`src/rtl/vscale_wb_stage.sv`:
```
// Writeback stage: retires one ALU result or pending load into the regfile, with bypass and load-use stall.
// Optional: define VSCALE_WB_LOAD_BYPASS_EN to forward load data in the dmem_rvalid cycle.
module vscale_wb_stage #(
  parameter int XPR_LEN        = 32,
  parameter int REG_ADDR_WIDTH = 5
) (
  input  logic                      clk,
  input  logic                      reset_n,
  input  logic                      ex_valid,
  output logic                      ex_ready,
  input  logic                      ex_wen,
  input  logic [REG_ADDR_WIDTH-1:0] ex_wa,
  input  logic [XPR_LEN-1:0]        ex_wd,
  input  logic                      ex_is_load,
  input  logic [2:0]                ex_mem_type,
  input  logic [1:0]                ex_addr_lo,
  input  logic                      dmem_rvalid,
  input  logic [XPR_LEN-1:0]        dmem_rdata,
  input  logic [REG_ADDR_WIDTH-1:0] de_ra1,
  input  logic [REG_ADDR_WIDTH-1:0] de_ra2,
  output logic                      wen,
  output logic [REG_ADDR_WIDTH-1:0] wa,
  output logic [XPR_LEN-1:0]        wd,
  output logic                      bypass_rs1,
  output logic                      bypass_rs2,
  output logic [XPR_LEN-1:0]        bypass_data,
  output logic                      load_use_stall,
  output logic                      retire
);

  // state     | meaning
  // EMPTY     | no instruction held
  // ALU       | ALU result held, completes this cycle
  // LOAD_WAIT | load held, completes when dmem_rvalid
  typedef enum logic [1:0] {EMPTY, ALU, LOAD_WAIT} state_t;

  state_t                    state;
  logic                      wb_wen;
  logic [REG_ADDR_WIDTH-1:0] wb_wa;
  logic [XPR_LEN-1:0]        wb_data;
  logic [2:0]                wb_mem_type;
  logic [1:0]                wb_addr_lo;

  logic                      accept;
  logic                      complete;
  logic                      load_done;
  logic                      byp_ok;
  logic [7:0]                ld_byte;
  logic [15:0]               ld_half;
  logic [XPR_LEN-1:0]        load_data;

  assign ex_ready  = (state != LOAD_WAIT) || dmem_rvalid;
  assign accept    = ex_valid && ex_ready;
  assign load_done = (state == LOAD_WAIT) && dmem_rvalid;
  assign complete  = (state == ALU) || load_done;

  always_ff @(posedge clk or negedge reset_n) begin
    if (!reset_n) begin
      state       <= EMPTY;
      wb_wen      <= 1'b0;
      wb_wa       <= '0;
      wb_data     <= '0;
      wb_mem_type <= 3'd0;
      wb_addr_lo  <= 2'd0;
    end else if (accept) begin
      state       <= ex_is_load ? LOAD_WAIT : ALU;
      wb_wen      <= ex_wen;
      wb_wa       <= ex_wa;
      wb_data     <= ex_wd;
      wb_mem_type <= ex_mem_type;
      wb_addr_lo  <= ex_addr_lo;
    end else if (complete) begin
      state <= EMPTY;
    end
  end

  always_comb begin
    ld_byte = 8'd0;
    case (wb_addr_lo)
      2'd0: ld_byte = dmem_rdata[7:0];
      2'd1: ld_byte = dmem_rdata[15:8];
      2'd2: ld_byte = dmem_rdata[23:16];
      2'd3: ld_byte = dmem_rdata[31:24];
      default: ld_byte = 8'd0;
    endcase
    ld_half = wb_addr_lo[1] ? dmem_rdata[31:16] : dmem_rdata[15:0];
  end

  // Undefined funct3 encodings fall through to a full-word load.
  always_comb begin
    load_data = dmem_rdata;
    case (wb_mem_type)
      3'd0: load_data = {{(XPR_LEN-8){ld_byte[7]}}, ld_byte};
      3'd1: load_data = {{(XPR_LEN-16){ld_half[15]}}, ld_half};
      3'd4: load_data = {{(XPR_LEN-8){1'b0}}, ld_byte};
      3'd5: load_data = {{(XPR_LEN-16){1'b0}}, ld_half};
      default: load_data = dmem_rdata;
    endcase
  end

`ifdef VSCALE_WB_LOAD_BYPASS_EN
  assign byp_ok = 1'b1;
`else
  assign byp_ok = (state != LOAD_WAIT);
`endif

  assign retire      = complete;
  assign wen         = complete && wb_wen && (wb_wa != '0);
  assign wa          = wb_wa;
  assign wd          = load_done ? load_data : wb_data;
  assign bypass_data = wd;
  assign bypass_rs1  = wen && byp_ok && (de_ra1 == wa);
  assign bypass_rs2  = wen && byp_ok && (de_ra2 == wa);

  assign load_use_stall = (state == LOAD_WAIT) && wb_wen && (wb_wa != '0) &&
                          ((de_ra1 == wb_wa) || (de_ra2 == wb_wa)) &&
                          !(dmem_rvalid && byp_ok);

endmodule

```
`config.mk`:
```
export PLATFORM = sky130hd
export DESIGN_NAME = vscale_wb_stage
export DESIGN_NICKNAME = d
export VERILOG_FILES = /design/src/rtl/vscale_wb_stage.sv
export SDC_FILE = /design/constraint.sdc
export NUM_CORES = 1
export LEC_CHECK = 0
export CAP_MARGIN = 30
export CORE_MARGIN = 2
export CORE_UTILIZATION = 44
export CTS_BUF_LIST = sky130_fd_sc_hd__clkbuf_2
export DETAILED_ROUTE_END_ITERATION = 8
export GPL_ROUTABILITY_DRIVEN = 0
export GPL_TIMING_DRIVEN = 0
export PLACE_DENSITY = 0.88
export SETUP_SLACK_MARGIN = 0.05
export SLEW_MARGIN = 20
export SYNTH_ARGS = -nofsm -noshare
export SYNTH_HDL_FRONTEND = slang
export SYNTH_SLANG_ARGS = --single-unit
export TNS_END_PERCENT = 5
```
`constraint.sdc`:
```
create_clock -name clk -period 4.8 [get_ports clk]
set_clock_uncertainty 0.1 [all_clocks]
set_input_delay 0.96 -clock clk [delete_from_list [all_inputs] [get_ports clk]]
set_output_delay 0.96 -clock clk [all_outputs]
set_load 0.02 [all_outputs]
```
==> summary.txt <==
Worst setup path
  • Startpoint types: input pin
  • Crit path max fanout: 10
  • Worst Path Required: 3.74 ns
  • Cell family with most CP delay: buffers and inverters
  • Worst EP arrival: 3.57 ns
  • CP max-delay cell: clkdlybuf4s50_1
  • Crit-path cells: clkdlybuf4s50_1 -> and3b_1 -> buf_2 -> buf_2 -> buf_2 -> o21ai_0 -> o21ai_0 -> buf_4 -> clkdlybuf4s50_1
  • Bufs and invs on worst path: 6
  • Kind of end point of the critical path: primary output
  • Crit-path most repeated cell: buf_2
  • Critical path type: input pin to primary output
  • Peak per-stage delay on the critical path: 0.59 ns

Placed design
  • HPWL Detailed: 8060 um
  • DP Area: 4870 um^2
  • IO Port Bufs: 164

Layout
  • Share of layout cells above drive strength 1: 23.8%
  • Post-route cell area: 4910 um^2
  • Final #Nets: 577
  • Finished Core Util: 72.2%
  • N_diodes: 0
  • Area Growth Syn to Fin: 58.5%

Die
  • IO Pins: 165
  • Die height: 87.9 um
  • Die area: 7720 um^2
  • Starting Density: 45.6%
  • Core Region: 6790 um^2
  • Die width: 87.9 um
  • Rows: 30

Routing
  • Via count: 3157
  • Final wirelength: 10100 um
  • DRC viols: 0
  • First drt pass iteration count: 4
  • Wirelength per Cell: 17.4 um
  • Post-DRT Antenna Nets: 0
  • First DRT Iteration DRCs: 210
  • Via/cell ratio: 5.42

Outcome
  • Status: finished clean

Global routing
  • Largest net degree at the start of global routing: 28
  • Initial antenna violation count: 0
  • Vias in the first global route: 3189
  • Overflow after GRT: 0
  • First-pass GRT wire length: 15500 um
  • Tot GR Track Use: 26.2%

STA
  • Final count of hold timing violations: 0
  • Actual slew at the worst max-slew pin: 0.523 ns
  • Min Clock Period, post-route: 4.63 ns
  • Relative slew slack: 65.2%
  • Unrepaired setup endpoints after global routing: yes
  • Endpoints failing setup: 0
  • Setup TNS: 0 ns
  • Part of the cycle the worst path needs: 96.5%
  • Max Slew Vio Count: 0
  • F_max: 216 MHz

Clock tree
  • Skew-Pair Late Insertion Delay: 0.42 ns
  • Sink Count: 45
  • Hold_buf cts: 0
  • Depth of the CTS H-tree: 2
  • PostCTS Resize Cnt: 0
  • TritonCTS buffer count: 5
  • Clock Path Buffers: 2
  • CTS root buffer: clkbuf_2
  • Post-CTS Repair Setup Buffers: 0
  • Reg clk slew, reported paths: 0.22 ns
  • CTS tree: done

Power
  • Psw: 0.591 mW
  • Lkg Pwr: 1.99 nW
  • Int Power: 0.944 mW
  • Total Power: 1.54 mW
  • Power density cells: 313 nW/um^2
  • Gate power share: 58.7%
  • Seq pwr share: 31.3%
  • Clock share of power: 10.0%
  • Maximum vdd drop: 182 uV
  • Switching share of power: 38.5%

Synth
  • Synthesized Nets: 405
  • Syn Area/Cell: 9.83 um^2
  • Sequential element share of the synthesized area: 36.4%
  • Post-synthesis cell count: 315
  • FF+latch count, synth: 45
  • Mapped cell area: 3100 um^2
  • Library cells used by synthesis: 40
  • Yosys warns: 0

Flow run
  • Max-capacitance violation count: 0

Min path
  • Hold Crit Class: input pin to asynchronous set/reset pin
## per-layer routing
layer | vias up | global-route usage, % | share of wire, %
met4 | 0 | 8.81 | 2.1
met1 | 1512 | 32.0 | 40
met2 | 163 | 44.6 | 49
li1 | 1462 | - | -
met3 | 20 | 7.07 | 9.1
met5 | - | 0 | 0
## logic make-up after synthesis
family / share of synthesized area, %
AND/OR/NAND/NOR: 10.2
AO/OA/AOI/OAI: 19.8
flip-flops: 36.4
multiplexers: 19.3
buffers and inverters: 11.4
XOR/XNOR: 2.83
## layout make-up
cell class	instances	area, um^2
Inverter	1	3.75
Buffer	53	352
Sequential cell	45	1130
Multi-Input combinational cell	216	1620
Tap cell	96	120
Fill cell	538	1890
Clock buffer	6	30.0
Clock inverter	1	3.75
Timing Repair Buffer	165	1660
## cell usage after synthesis, drive strengths merged
master	number	area (um^2)
nand3	4	20.0
nand3b	2	18.8
nor3	5	36.3
buf	45	319
a2111oi	1	15.0
mux2i	8	80.1
nand2b	4	25.0
nor2b	2	12.5
inv	1	3.75
a221o	1	10.0
a31oi	1	6.26
mux4	1	22.5
a31o	1	8.76
and3	10	62.6
a21oi	32	160
nor2	2	7.51
o21ai	34	219
o211ai	23	173
nand2	18	67.6
or4	1	7.51
a211oi	1	7.51
a221oi	1	8.76
clkbuf	8	31.3
or3	7	43.8
dfrtp	45	1130
xor2	6	52.6
xnor2	4	35.0
or2	1	6.26
and3b	1	8.76
o22ai	1	6.26
mux2	44	495
## metrics by stage
step	hold slack, ns	cells	setup WS [ns]
global placement	0.387	575	0.210
CTS	0.334	583	0.115
floorplan	0.374	315	1.31
finish	0.341	583	0.169
detailed placement	0.397	576	0.166
global route	0.334	583	0.0216
## layout by cell type (no fill, tap or decap), types with 18 or more instances in the layout
| cell | Yosys | final |
|---|---|---|
| o211ai_1 | 23 | 23 |
| o21ai_0 | 19 | 19 |
| clkdlybuf4s50_1 | 0 | 163 |
| nand2_1 | 18 | 18 |
| a21oi_1 | 32 | 32 |
| mux2_2 | 44 | 44 |
| buf_4 | 34 | 34 |
| dfrtp_1 | 45 | 45 |
## power by group through the flow
stage | sequential (mW) | clock (mW) | combinational [mW]
5_1_grt | 0.487 | 0.171 | 0.957
6_report | 0.480 | 0.154 | 0.901
4_1_cts | 0.478 | 0.157 | 0.904
3_5_place_dp | 0.486 | 0 | 0.899
3_3_place_gp | 0.481 | 0 | 0.883
2_1_floorplan | 0.481 | 0 | 0.498
## path summary, 6_finish.rpt
path	start	to	slack (ns)	cells past startpoint
worst max-delay path	dmem_rvalid	wd[3]	0.17	9
worst min-delay path	reset_n	wb_data[4]	0.34	1
worst max register to register	state[0]	wb_data[8]	2.83	4
worst min register to register	wb_data[13]	wb_data[13]	0.44	1
max in group asynchronous	reset_n	wb_data[8]	3.75	2
min in group clk	wb_data[13]	wb_data[13]	0.44	1
## state kept, by name (all words and copies together), names as in the netlist
signal and flops:
wb_data 32, wa 5, wb_mem_type 3, state 2, wb_addr_lo 2, wb_wen 1
(Power assumes the default switching activity.)
